[src/rtl/cachepool_pkg.sv]
// cachepool_pkg: shared types, defaults and helpers for the CachePool boot sequencer.
package cachepool_pkg;
  typedef enum logic [2:0] {IDLE, DELAY, REQ, RSP, WAKE, WAIT_EOC, DONE, FAIL} boot_state_e;
  typedef enum logic [1:0] {
    FAIL_NONE    = 2'b00,
    FAIL_TIMEOUT = 2'b01,
    FAIL_BUS_ERR = 2'b10
  } boot_fail_e;
  localparam logic [31:0] DefaultBootRegBase   = 32'h0000_0000;
  localparam logic [31:0] DefaultClusterStride = 32'h0010_0000;
  function automatic int unsigned idx_width(input int unsigned n);
    return n > 1 ? $clog2(n) : 1;
  endfunction
endpackage

[src/rtl/cachepool_boot_find_next.sv]
// cachepool_boot_find_next: lowest set bit of mask_i at or above from_i, with a found flag.
module cachepool_boot_find_next import cachepool_pkg::*; #(
  parameter int unsigned NumClusters = 4,
  localparam int unsigned IdxW = idx_width(NumClusters)
) (
  input  logic [NumClusters-1:0] mask_i,
  input  logic [IdxW:0]          from_i,
  output logic [IdxW-1:0]        idx_o,
  output logic                   valid_o
);
  always_comb begin
    idx_o = '0;
    valid_o = 1'b0;
    for (int i = NumClusters - 1; i >= 0; i--)
      if (mask_i[i] && i >= int'(from_i)) begin
        idx_o = IdxW'(i);
        valid_o = 1'b1;
      end
  end
endmodule

[src/rtl/cachepool_boot_sequencer.sv]
// cachepool_boot_sequencer: writes the entry point into each enabled cluster's boot register,
// wakes the clusters and tracks end-of-computation, timeout and bus errors.
module cachepool_boot_sequencer import cachepool_pkg::*; #(
  parameter int unsigned NumClusters = 4,
  parameter int unsigned AddrWidth = 32,
  parameter int unsigned DataWidth = 32,
  parameter logic [AddrWidth-1:0] BootRegBase = AddrWidth'(DefaultBootRegBase),
  parameter logic [AddrWidth-1:0] ClusterStride = AddrWidth'(DefaultClusterStride),
  parameter int unsigned PreBootCycles = 1000,
  parameter int unsigned WakePulseCycles = 1,
  parameter int unsigned TimeoutWidth = 32
) (
  input  logic                    clk_i,
  input  logic                    rst_ni,
  input  logic                    start_i,
  input  logic [AddrWidth-1:0]    entry_point_i,
  input  logic [NumClusters-1:0]  cluster_en_i,
  input  logic [TimeoutWidth-1:0] timeout_i,
  output logic                    q_valid_o,
  input  logic                    q_ready_i,
  output logic [AddrWidth-1:0]    q_addr_o,
  output logic [DataWidth-1:0]    q_data_o,
  output logic                    q_write_o,
  output logic [DataWidth/8-1:0]  q_strb_o,
  input  logic                    p_valid_i,
  input  logic                    p_error_i,
  output logic                    p_ready_o,
  output logic [NumClusters-1:0]  debug_req_o,
  input  logic [NumClusters-1:0]  eoc_i,
  output logic                    busy_o,
  output logic                    done_o,
  output logic                    fail_o,
  output logic [1:0]              fail_cause_o,
  output logic [NumClusters-1:0]  eoc_seen_o,
  output logic [TimeoutWidth-1:0] cycles_o
);
  localparam int unsigned IdxW = idx_width(NumClusters);
  boot_state_e state_q, state_d;
  boot_fail_e cause_q, cause_d;
  logic [NumClusters-1:0] en_q, en_d, eoc_seen_q, eoc_seen_d, fn_mask;
  logic [AddrWidth-1:0] entry_q, entry_d;
  logic [IdxW-1:0] idx_q, idx_d, fn_idx;
  logic [IdxW:0] fn_from;
  logic [31:0] cnt_q, cnt_d;
  logic [TimeoutWidth-1:0] cycles_q, cycles_d;
  logic accept, fn_valid;
  assign accept = start_i && (state_q == IDLE || state_q == DONE || state_q == FAIL);
  // On accept the search runs over the incoming mask from cluster 0, otherwise past idx.
  assign fn_mask = accept ? cluster_en_i : en_q;
  assign fn_from = accept ? '0 : (IdxW + 1)'(idx_q) + 1'b1;
  cachepool_boot_find_next #(.NumClusters(NumClusters)) u_find_next (
    .mask_i (fn_mask),
    .from_i (fn_from),
    .idx_o  (fn_idx),
    .valid_o(fn_valid)
  );
  always_comb begin
    state_d = state_q;
    cause_d = cause_q;
    en_d = en_q;
    entry_d = entry_q;
    idx_d = idx_q;
    cnt_d = cnt_q;
    eoc_seen_d = eoc_seen_q;
    cycles_d = cycles_q;
    case (state_q)
      IDLE, DONE, FAIL: if (start_i) begin
        cause_d = FAIL_NONE;
        eoc_seen_d = '0;
        cycles_d = '0;
        en_d = cluster_en_i;
        entry_d = entry_point_i;
        idx_d = fn_idx;
        cnt_d = '0;
        state_d = cluster_en_i == '0 ? DONE : PreBootCycles == 0 ? REQ : DELAY;
      end
      DELAY: begin
        cnt_d = cnt_q + 1'b1;
        if (cnt_q == 32'(PreBootCycles - 1)) begin
          cnt_d = '0;
          state_d = REQ;
        end
      end
      REQ: state_d = q_ready_i ? RSP : REQ;
      RSP: if (p_valid_i) begin
        if (p_error_i) begin
          cause_d = FAIL_BUS_ERR;
          state_d = FAIL;
        end else if (fn_valid) begin
          idx_d = fn_idx;
          state_d = REQ;
        end else begin
          cnt_d = '0;
          state_d = WAKE;
        end
      end
      WAKE: begin
        eoc_seen_d = eoc_seen_q | (eoc_i & en_q);
        cnt_d = cnt_q + 1'b1;
        if (cnt_q == 32'(WakePulseCycles - 1)) begin
          cnt_d = '0;
          state_d = WAIT_EOC;
        end
      end
      WAIT_EOC: begin
        eoc_seen_d = eoc_seen_q | (eoc_i & en_q);
        // Completion is tested first so it wins over a coinciding timeout.
        if ((eoc_seen_d & en_q) == en_q) state_d = DONE;
        else if (timeout_i != '0 && cycles_q == timeout_i - 1'b1) begin
          cause_d = FAIL_TIMEOUT;
          state_d = FAIL;
        end else cycles_d = cycles_q == '1 ? cycles_q : cycles_q + 1'b1;
      end
      default: state_d = IDLE;
    endcase
  end
  always_ff @(posedge clk_i) begin
    if (!rst_ni) begin
      state_q <= IDLE;
      cause_q <= FAIL_NONE;
      en_q <= '0;
      entry_q <= '0;
      idx_q <= '0;
      cnt_q <= '0;
      eoc_seen_q <= '0;
      cycles_q <= '0;
    end else begin
      state_q <= state_d;
      cause_q <= cause_d;
      en_q <= en_d;
      entry_q <= entry_d;
      idx_q <= idx_d;
      cnt_q <= cnt_d;
      eoc_seen_q <= eoc_seen_d;
      cycles_q <= cycles_d;
    end
  end
  assign q_valid_o = state_q == REQ;
  assign q_addr_o = q_valid_o ? BootRegBase + AddrWidth'(idx_q) * ClusterStride : '0;
  assign q_data_o = q_valid_o ? DataWidth'(entry_q) : '0;
  assign q_write_o = q_valid_o;
  assign q_strb_o = {(DataWidth / 8){q_valid_o}};
  assign p_ready_o = state_q == RSP;
  assign debug_req_o = state_q == WAKE ? en_q : '0;
  assign busy_o = !(state_q == IDLE || state_q == DONE || state_q == FAIL);
  assign done_o = state_q == DONE;
  assign fail_o = state_q == FAIL;
  assign fail_cause_o = cause_q;
  assign eoc_seen_o = eoc_seen_q;
  assign cycles_o = cycles_q;
endmodule
[config.mk]
export PLATFORM = sky130hd
export DESIGN_NAME = cachepool_boot_sequencer
export DESIGN_NICKNAME = d
export VERILOG_FILES = /design/src/rtl/cachepool_pkg.sv /design/src/rtl/cachepool_boot_find_next.sv /design/src/rtl/cachepool_boot_sequencer.sv
export SDC_FILE = /design/constraint.sdc
export NUM_CORES = 1
export LEC_CHECK = 0
export BUFFER_PORTS_ARGS = -buffer_cell sky130_fd_sc_hd__buf_2
export CORE_MARGIN = 2
export CORE_UTILIZATION = 50
export CTS_BUF_LIST = sky130_fd_sc_hd__clkbuf_8
export CTS_CLUSTER_SIZE = 12
export DETAILED_ROUTE_END_ITERATION = 8
export MAX_ROUTING_LAYER = met4
export PLACE_DENSITY = 0.8
export SYNTH_ARGS = -nofsm -noshare
export SYNTH_HDL_FRONTEND = slang
export SYNTH_SLANG_ARGS = --single-unit
[constraint.sdc]
create_clock -name clk_i -period 3.45 [get_ports clk_i]
set_input_delay 0.69 -clock clk_i [delete_from_list [all_inputs] [get_ports clk_i]]
set_output_delay 0.69 -clock clk_i [all_outputs]
set_load 0.03 [all_outputs]
==> out/results.ini <==
[critical_path]
end_kind = register
r2r_setup_slack_ns = 0.35
cp.arrival_ns = 3.65
critical_path.top_delay_family = simple AND/OR/NAND/NOR gates
worst-path-buf-inv = 4
cpPeakStageDelay_ns = 0.53
rr_startpoint = state_q[0]
critPathSlowestCell = or4_4
crit_required_ns = 3.73
critical_path.cell_chain = buf_2 -> or4_4 -> or4_1 -> buf_4 -> nor4_2 -> o22ai_1 -> or4_4 -> nor4_4 -> buf_4 -> clkbuf_16 -> nand2_2 -> o211a_1
cp-startpoint = timeout_i[4]
path_class = input pin to register
start_kind = input pin
critPathMaxFanout = 15
path_depth = 12
worst_r2r_path_depth = 8

[finish]
design_area_um2 = 8483
final_cells = 1305
drive_gt1_frac = 0.2338
multi_input_area_um2 = 4542
fillCellCount = 1281
nNetsFinal = 1203
antenna_cells = 0
register_area_um2 = 2222
syn2layout_area_growth_pct = 18.59
postLayoutCoreUtil = 0.6088

[cts]
numCtsBuffers = 9
clock_latency_ns = 0.38
root_buffer = clkbuf_8
clockBufferDepth = 2
htree_levels = 3
cts_tree = built
clkTransAtPathRegs_ns = 0.11
cts_hold_buf = 0
clock-sinks = 111

[global_routing]
grt_pass1_wl_mm = 30.55
grt_overflow_total = 0
grt_usage = 0.2526
grt_max_degree = 60
antenna_found_initial = 0
grt_pass1_vias = 6410

[synthesis]
ys_types = 66
synth_area_um2 = 7153
async_flop_share = 0
ys.flop_type = dfxtp_1
synth_seq_cells = 111
synth.avg_cell_area_um2 = 7.498
syn_inst = 954
synth-edff-count = 0
yosys-top-cells-area = dfxtp_1, nand2_1, a21oi_1
synth_top_area_cell = dfxtp_1
ys_seq_area_frac = 0.3107
synth_top_area_share = 0.3107
ys.warnings.count = 0

[timing]
setup_violations = 0
worst_pin_slew_ns = 0.9660
slew_headroom = 0.3560
fin_crit_sh = 0.9771
whs_ns = 0.4564
hold_violations = 0
drv_slew = 0
setup_tns_ns = 0
fin_skew_ns = 0.01587
fin_crit_ns = 3.371
timing.fmax_mhz = 296.6

[worst_hold_path]
hold_class = register to register
holdPathStages = 2
hp-start = entry_q[2]

[job]
maxCapViolations = 0

[placement]
dp.cells = 1286
numPortBuffers = 163
place_hpwl_mm = 14.59
place_congestion = 0.9746
place_area_um2 = 8242

[die]
ioPinCount = 194
rows = 43
die-area_um2 = 15280
die_h_um = 123.6
start_util = 0.5133
fp.dieW_um = 123.6
core_um2 = 13930

[drt]
totalWireLength_mm = 19.92
avgViaCountPerCell = 5.757
first_iter_violations = 588
drcViolationCount = 0
wl_per_cell_um = 15.26
firstDrtPassIters = 5
vias = 7513
ant_nets = 0

[power_and_ir_drop]
vdd_drop_max_uv = 360.1
p_per_area_nw_per_um2 = 440.0
p_leak_nw = 3.613

[run_status]
outcome = completed

==> flip-flops by register name, indices dropped and copies added, names as in the netlist <==
register      flops
cnt_q            32
cycles_o         32
en_q              4
entry_q          32
eoc_seen_o        4
fail_cause_o      2
idx_q             2
state_q           3
==> synthesized netlist by cell type, types with 18 or more instances <==
library cell    n
nand2_1       125
or4_1          22
nor3_1         26
o21ai_0        31
nand3_1        29
dfxtp_1       111
buf_4          36
nor4_1         26
nand4_1        29
xor2_1         25
a21oi_1        74
and3_1         59
inv_1          18
xnor2_1        40
or3_1          37
nor2_1         75
clkbuf_1       45
==> timing repair <==
| action | CTS | global route |
|---|---|---|
| setup endpoints to repair | 0 | 32 |
| resized for setup | 0 | 5 |
| hold endpoints to repair | 0 | 0 |
| buffers inserted | 0 | 1 |
==> through the flow <==
stage,setup WS (ns),total power [mW]
global placement,-0.2885,2.969
CTS,0.06771,3.741
global route,-0.001285,3.978
detailed placement,-0.3145,2.991
floorplan,-0.2112,2.605
finish,0.07896,3.733
==> cells by family (layout without fill, tap and decap cells) <==
kind of cell	Yosys count	count (layout)	synth area share
simple gates	488	488	0.3675
mux	13	13	0.01837
xor+xnor	65	65	0.07959
other cells	1	30	0.0005242
flops	111	111	0.3107
compound gates	163	163	0.1354
fa+ha+maj	5	5	0.008746
buf+inv	108	250	0.07924
==> power by group <==
group | switching [mW] | total [mW] | internal (mW)
sequential | 0.105 | 1.50 | 1.40
combinational | 1.01 | 1.48 | 0.463
clock | 0.463 | 0.756 | 0.293
==> metal layers <==
| metal | vias up | share of wire | GRT usage | routed length [um] |
|---|---|---|---|---|
| met5 | - | 0 | - | 0 |
| met4 | 0 | 0.018 | 0.07955 | 350 |
| met1 | 3484 | 0.46 | 0.3474 | 9065 |
| li1 | 3711 | - | - | - |
| met3 | 28 | 0.058 | 0.02473 | 1152 |
| met2 | 290 | 0.47 | 0.3929 | 9349 |
==> final cells by class <==
type	instances	share of cell area
Inverter	19	0.008407
Multi-Input combinational cell	764	0.5354
Sequential cell	111	0.2619
Timing Repair Buffer	215	0.1456
Tap cell	180	0.02655
Clock buffer	10	0.01622
Clock inverter	6	0.005900
==> worst paths after layout <==
check                                  endpoint
worst max-delay path            fail_cause_o[1]
worst min register to register       entry_q[2]
worst min-delay path                 entry_q[2]
worst max register to register        cnt_q[26]
==> layout by cell type, fill, tap and decap left out, drive strengths merged, types with 5 or more instances in the layout <==
master  instances
mux2i          12
o21ai          35
inv            21
nand4          29
nand2         125
nand3          29
or3            37
dfxtp         111
conb           30
a21oi          74
nor2           75
and2            9
xor2           25
buf           214
ha              5
clkbuf         11
o211ai          5
nor3           27
or2             7
xnor2          40
a31oi          12
or4            24
and4           10
nor4           29
and3           59
nor3b           7
==> worst register-to-register path, delay by kind of cell (launching register included) <==
family / cells / cell delay (ns)
AO/OA/AOI/OAI: 4 / 1.34
AND/OR/NAND/NOR: 4 / 1.13
flip-flops: 1 / 0.49
Note: power is estimated with default switching activity, not from simulation.
